[src/rtl/uart_pkg.sv]
`default_nettype none
// ============================================================================
// uart_pkg : shared types and constants for the UART receive path
// Revision : 1.0
// ============================================================================
package uart_pkg;

  localparam int DEFAULT_CLKS_PER_BIT = 434;

  typedef enum logic [2:0] {
    ST_IDLE  = 3'd0,
    ST_START = 3'd1,
    ST_DATA  = 3'd2,
    ST_STOP  = 3'd3,
    ST_BREAK = 3'd4
  } rx_state_t;

  localparam logic [7:0] CMD_PLUS_1  = 8'h2B;  // '+'
  localparam logic [7:0] CMD_PLUS_5  = 8'h3E;  // '>'
  localparam logic [7:0] CMD_MINUS_1 = 8'h2D;  // '-'
  localparam logic [7:0] CMD_MINUS_5 = 8'h3C;  // '<'
  localparam logic [7:0] CMD_RESET_U = 8'h52;  // 'R'
  localparam logic [7:0] CMD_RESET_L = 8'h72;  // 'r'

endpackage
`default_nettype wire

[src/rtl/uart_rx.sv]
`default_nettype none
// ============================================================================
// uart_rx : 8N1 receiver with input synchronizer, frame/break handling
// Revision : 1.0
// ============================================================================
module uart_rx
  import uart_pkg::*;
#(
  parameter int CLKS_PER_BIT = DEFAULT_CLKS_PER_BIT
) (
  input  logic       i_clk,
  input  logic       i_reset_n,
  input  logic       i_uart_rx,
  output logic [7:0] o_rx_data,
  output logic       o_rx_valid,
  output logic       o_frame_err,
  output logic       o_byte_strobe,
  output logic [7:0] o_byte_data
);

  localparam int CNT_W = $clog2(CLKS_PER_BIT);
  localparam logic [CNT_W-1:0] c_half_m1 = CNT_W'(CLKS_PER_BIT / 2 - 1);
  localparam logic [CNT_W-1:0] c_full_m1 = CNT_W'(CLKS_PER_BIT - 1);

  logic             r_sync1;
  logic             r_sync2;
  rx_state_t        r_state;
  rx_state_t        w_state_next;
  logic [CNT_W-1:0] r_clk_cnt;
  logic [2:0]       r_bit_idx;
  logic [7:0]       r_shift;
  logic [7:0]       r_rx_data;
  logic             r_rx_valid;
  logic             r_frame_err;
  logic             w_tick;
  logic             w_timing;
  logic             w_good_stop;
  logic             w_bad_stop;

  assign w_timing = (r_state == ST_START) || (r_state == ST_DATA) || (r_state == ST_STOP);

  // Start bit is sampled at its middle; later bits a full period apart.
  assign w_tick = ((r_state == ST_START) && (r_clk_cnt == c_half_m1)) ||
                  (((r_state == ST_DATA) || (r_state == ST_STOP)) && (r_clk_cnt == c_full_m1));

  always_comb begin
    w_state_next = r_state;
    w_good_stop  = 1'b0;
    w_bad_stop   = 1'b0;
    case (r_state)
      ST_IDLE:  if (!r_sync2) w_state_next = ST_START;
      ST_START: if (w_tick) w_state_next = r_sync2 ? ST_IDLE : ST_DATA;
      ST_DATA:  if (w_tick && (r_bit_idx == 3'd7)) w_state_next = ST_STOP;
      ST_STOP: begin
        if (w_tick) begin
          if (r_sync2) begin
            w_good_stop  = 1'b1;
            w_state_next = ST_IDLE;
          end else begin
            w_bad_stop   = 1'b1;
            w_state_next = ST_BREAK;
          end
        end
      end
      ST_BREAK: if (r_sync2) w_state_next = ST_IDLE;
      default:  w_state_next = ST_IDLE;
    endcase
  end

  always_ff @(posedge i_clk) begin
    if (!i_reset_n) begin
      r_sync1     <= 1'b1;
      r_sync2     <= 1'b1;
      r_state     <= ST_IDLE;
      r_clk_cnt   <= '0;
      r_bit_idx   <= 3'd0;
      r_shift     <= 8'h00;
      r_rx_data   <= 8'h00;
      r_rx_valid  <= 1'b0;
      r_frame_err <= 1'b0;
    end else begin
      r_sync1     <= i_uart_rx;
      r_sync2     <= r_sync1;
      r_state     <= w_state_next;
      r_rx_valid  <= w_good_stop;
      r_frame_err <= w_bad_stop;

      if (w_good_stop) r_rx_data <= r_shift;

      if (w_tick || !w_timing) r_clk_cnt <= '0;
      else                     r_clk_cnt <= r_clk_cnt + CNT_W'(1);

      if (r_state == ST_IDLE) begin
        r_bit_idx <= 3'd0;
      end else if ((r_state == ST_DATA) && w_tick) begin
        r_bit_idx <= r_bit_idx + 3'd1;
        r_shift   <= {r_sync2, r_shift[7:1]};
      end
    end
  end

  assign o_rx_data     = r_rx_data;
  assign o_rx_valid    = r_rx_valid;
  assign o_frame_err   = r_frame_err;
  assign o_byte_strobe = w_good_stop;
  assign o_byte_data   = r_shift;

endmodule
`default_nettype wire

[src/rtl/uart_cmd_rx.sv]
`default_nettype none
// ============================================================================
// uart_cmd_rx : UART receiver decoding ASCII bytes into one-cycle command pulses
// Revision : 1.0
// ============================================================================
module uart_cmd_rx
  import uart_pkg::*;
#(
  parameter int CLKS_PER_BIT = DEFAULT_CLKS_PER_BIT
) (
  input  logic       i_clk,
  input  logic       i_reset_n,
  input  logic       i_uart_rx,
  output logic [7:0] o_rx_data,
  output logic       o_rx_valid,
  output logic       o_frame_err,
  output logic       o_btn_plus_1,
  output logic       o_btn_plus_5,
  output logic       o_btn_minus_1,
  output logic       o_btn_minus_5,
  output logic       o_btn_reset
);

  logic       w_byte_strobe;
  logic [7:0] w_byte_data;
  logic       r_plus_1;
  logic       r_plus_5;
  logic       r_minus_1;
  logic       r_minus_5;
  logic       r_reset;

  uart_rx #(
    .CLKS_PER_BIT (CLKS_PER_BIT)
  ) u_uart_rx (
    .i_clk         (i_clk),
    .i_reset_n     (i_reset_n),
    .i_uart_rx     (i_uart_rx),
    .o_rx_data     (o_rx_data),
    .o_rx_valid    (o_rx_valid),
    .o_frame_err   (o_frame_err),
    .o_byte_strobe (w_byte_strobe),
    .o_byte_data   (w_byte_data)
  );

  // Decoding the pre-register strobe lines the pulses up with o_rx_valid.
  always_ff @(posedge i_clk) begin
    if (!i_reset_n) begin
      r_plus_1  <= 1'b0;
      r_plus_5  <= 1'b0;
      r_minus_1 <= 1'b0;
      r_minus_5 <= 1'b0;
      r_reset   <= 1'b0;
    end else begin
      r_plus_1  <= w_byte_strobe && (w_byte_data == CMD_PLUS_1);
      r_plus_5  <= w_byte_strobe && (w_byte_data == CMD_PLUS_5);
      r_minus_1 <= w_byte_strobe && (w_byte_data == CMD_MINUS_1);
      r_minus_5 <= w_byte_strobe && (w_byte_data == CMD_MINUS_5);
      r_reset   <= w_byte_strobe &&
                   ((w_byte_data == CMD_RESET_U) || (w_byte_data == CMD_RESET_L));
    end
  end

  assign o_btn_plus_1  = r_plus_1;
  assign o_btn_plus_5  = r_plus_5;
  assign o_btn_minus_1 = r_minus_1;
  assign o_btn_minus_5 = r_minus_5;
  assign o_btn_reset   = r_reset;

endmodule
`default_nettype wire

[config.mk]
export PLATFORM = sky130hd
export DESIGN_NAME = uart_cmd_rx
export DESIGN_NICKNAME = d
export VERILOG_FILES = /design/src/rtl/uart_pkg.sv /design/src/rtl/uart_rx.sv /design/src/rtl/uart_cmd_rx.sv
export SDC_FILE = /design/constraint.sdc
export NUM_CORES = 1
export LEC_CHECK = 0
export CAP_MARGIN = 0
export CORE_ASPECT_RATIO = 0.7
export CORE_MARGIN = 1.5
export CORE_UTILIZATION = 55
export CTS_BUF_LIST = sky130_fd_sc_hd__clkbuf_4 sky130_fd_sc_hd__clkbuf_8
export DETAILED_ROUTE_END_ITERATION = 8
export PLACE_DENSITY = 0.75
export SYNTH_ARGS = -nofsm -noshare
export SYNTH_HDL_FRONTEND = slang
export SYNTH_HIERARCHICAL = 1
export SYNTH_SLANG_ARGS = --single-unit
[constraint.sdc]
create_clock -name i_clk -period 2.68 [get_ports i_clk]
set_input_delay 0.268 -clock i_clk [delete_from_list [all_inputs] [get_ports i_clk]]
set_output_delay 0.268 -clock i_clk [all_outputs]
set_load 0.005 [all_outputs]
==> results.cfg <==
[layout]
n_antenna_cell = 0
mostFrequentLayoutCell = dfxtp_1
final_core_util = 0.6906
final_cell_mix = 40 x dfxtp_1, 28 x nand2_1, 20 x mux2i_1, 17 x clkdlybuf4s50_1, 8 x nor3_1
drive_gt1_frac = 0.07853
nets = 199
area_delta_synth_final_pct = 16.86

[floorplan]
core_area_um2 = 2863
num_rows = 16
dieArea_um2 = 3423
die_w_um = 69.29
initial_utilization = 0.5909
die_y_um = 49.40
pin_count = 18

[cts]
numCtsBuffers = 5
clock_latency_ps = 280
cts_tree = yes
clockRootBuffer = clkbuf_8
post_cts_buffers = 0
htreeDepth = 2
ctsResizeCount = 0
path_clk_slew_ps = 70
numClockSinks = 40
ctsHoldBuffers = 0
cts_buffer_depth = 2

[sta]
rsz0062_at_grt = false
setup-tns-final_ps = 0
post-route-period-util = 0.7695
hold_violations = 0
period_needed_ps = 2062
maxSlewHeadroom = 0.3080
fmax_mhz = 484.9
finalSetupViolations = 0
worstMarginPinSlew_ps = 1027
finClkSkew_ps = 6.027
slew_viol_final = 0

[detailed_routing]
viasPerCell = 5.507
ant_nets = 0
wire_per_inst_um = 13.53
routed_wl_um = 3071
drt-initial-drc-count = 116
vias = 1250
dr.pass1.iters = 4
drc = 0

[global_routing]
grt_use_total = 0.1988
grt_start_max_net_pins = 25
antenna_found_initial = 0
grt_pass1_vias = 1189
grt_pass1_wl_um = 5354
grt_overflow = 0

[power_and_ir_drop]
leakage_nw = 0.6447
p_per_area_nw_per_um2 = 500.1
vdd_drop_max_mv = 0.3449
total_power_mw = 0.9886

[synth]
synth_warnings = 6
syn_avg_cell_area_um2 = 9.951
ys_seq_area_frac = 0.4734
synth_area_um2 = 1692
synth_top_area_frac = 0.4734
syn_inst = 170
synth_nets = 178
synth-edff-count = 0
synth-seq-cells = 40
synth.area.top_cells = dfxtp_1 47%, mux2i_1 12%, nand2_1 6.2%
synth_cell_types = 38
synth_top_cell_by_area = dfxtp_1
ys.flop_type = dfxtp_1
async_flop_share = 0

[setup_path]
reg2reg_from = u_uart_rx/r_state[1]$_SDFFE_PN0P_
reg2reg_to = u_uart_rx/o_byte_data[5]$_SDFFE_PN0P_
cp_data_arrival_time_ps = 2270
critPathKind = reg -> reg
reg2reg_slack_ps = 620
crit_family = simple AND/OR/NAND/NOR gates
crit_slowest_cell = or4_4
rr_worst_depth = 5
critPathBufInv = 1
start_kind = flop
slowest_delay_ps = 560
required_ps = 2880
crit_path_max_fanout = 11
crit_path_cell_trace = nand2b_4, or4_4, a2111oi_4, buf_4, mux2i_1
cp-end-kind = flop

[place]
numPortBuffers = 17
dpl.hpwl_um = 2291
globalplace.congestion = 0.8301

[run]
max-cap-violations = 0

[status]
outcome = finished, final reports clean

[worst_hold_path]
hold_depth = 1
hold_path.class = reg -> reg
hold_end = u_uart_rx/r_sync2$_SDFF_PN1_
min_from = u_uart_rx/r_sync1$_SDFF_PN1_
final cells by class:
class / instances / area [µm²]
clock buffers: 6 / 76.32
clock inverters: 1 / 5.005
fillers: 233 / 885.9
inverters: 6 / 22.52
multi-input cells: 117 / 827.0
flip-flops and latches: 40 / 800.8
well taps: 36 / 45.04
repair buffers: 21 / 200.2
sequential cells by signal (all words and copies together) (netlist names), 3 cells and up:
name and count:
u_uart_rx/r_clk_cnt 9, u_uart_rx/o_byte_data 8, u_uart_rx/o_rx_data 8, u_uart_rx/r_bit_idx 3
u_uart_rx/r_state 3
cells in the mapped netlist (2+ instances only):
master,number
a21oi_1,3
clkbuf_1,2
nand3b_1,2
nor3b_1,2
ha_1,5
nor4_1,5
xnor2_1,4
nor3_1,8
nand2b_1,4
nand2_1,28
nand4_1,2
xor2_1,3
o21ai_0,2
nor2_1,5
buf_2,3
and3b_1,2
mux2i_1,20
and3_1,2
inv_1,6
dfxtp_1,40
nand3_1,5
through the flow:
stage | setup slack, ps | hold WS (ps) | cell area, µm² | std cells
after floorplan | 775.8 | 369.5 | 1692 | 170
after global placement | 738.3 | 392.9 | 1896 | 220
after detailed placement | 641.4 | 396.6 | 1896 | 220
after CTS | 620.9 | 411.4 | 1977 | 227
after global routing | 488.3 | 445.5 | 1977 | 227
final | 617.6 | 409.3 | 1977 | 227
worst max-delay path by stage:
stage	from	to	slack, ps	cells past startpoint
final	u_uart_rx/r_state[1]$_SDFFE_PN0P_	u_uart_rx/o_byte_data[5]$_SDFFE_PN0P_	620	5
after global routing	u_uart_rx/r_clk_cnt[0]$_SDFF_PP0_	u_uart_rx/o_byte_data[5]$_SDFFE_PN0P_	490	6
after CTS	u_uart_rx/r_state[1]$_SDFFE_PN0P_	u_uart_rx/o_byte_data[5]$_SDFFE_PN0P_	620	5
after detailed placement	u_uart_rx/r_state[1]$_SDFFE_PN0P_	u_uart_rx/o_byte_data[5]$_SDFFE_PN0P_	640	5
after global placement	u_uart_rx/r_state[1]$_SDFFE_PN0P_	u_uart_rx/o_byte_data[7]$_SDFFE_PN0P_	740	5
after floorplan	u_uart_rx/r_clk_cnt[0]$_SDFF_PP0_	o_btn_minus_5$_SDFF_PN0_	780	7
worst reg2reg max path, delay by kind of cell, from the launching register on:
kind / cells / cell delay (ps)
AO/OA/AOI/OAI: 1 / 300
buffers and inverters: 1 / 280
flip-flops: 1 / 520
multiplexers: 1 / 240
AND/OR/NAND/NOR: 2 / 650
cells by family after synthesis:
kind of cell	Yosys count	synth area share
buf+inv	13	0.03772
mux	20	0.1183
compound gates	10	0.05178
flops	40	0.4734
xor+xnor	7	0.03624
simple gates	75	0.2456
fa+ha+maj	5	0.03698
metal layers:
| metal | track usage | wire length [µm] | vias to the layer above |
|---|---|---|---|
| met3 | 0.05579 | 163 | 5 |
| met4 | 0.06863 | 36 | 0 |
| met2 | 0.3013 | 1308 | 27 |
| met5 | 0 | 0 | - |
| met1 | 0.2733 | 1562 | 583 |
| li1 | - | - | 635 |
power by group:
part           leakage [nW]  switching (mW)  internal (mW)
clock                0.0445           0.183          0.187
combinational         0.278          0.0109        0.00778
sequential            0.323         0.00363          0.597
total                 0.645           0.197          0.791
No activity file was read; power rests on OpenSTA's default activity.
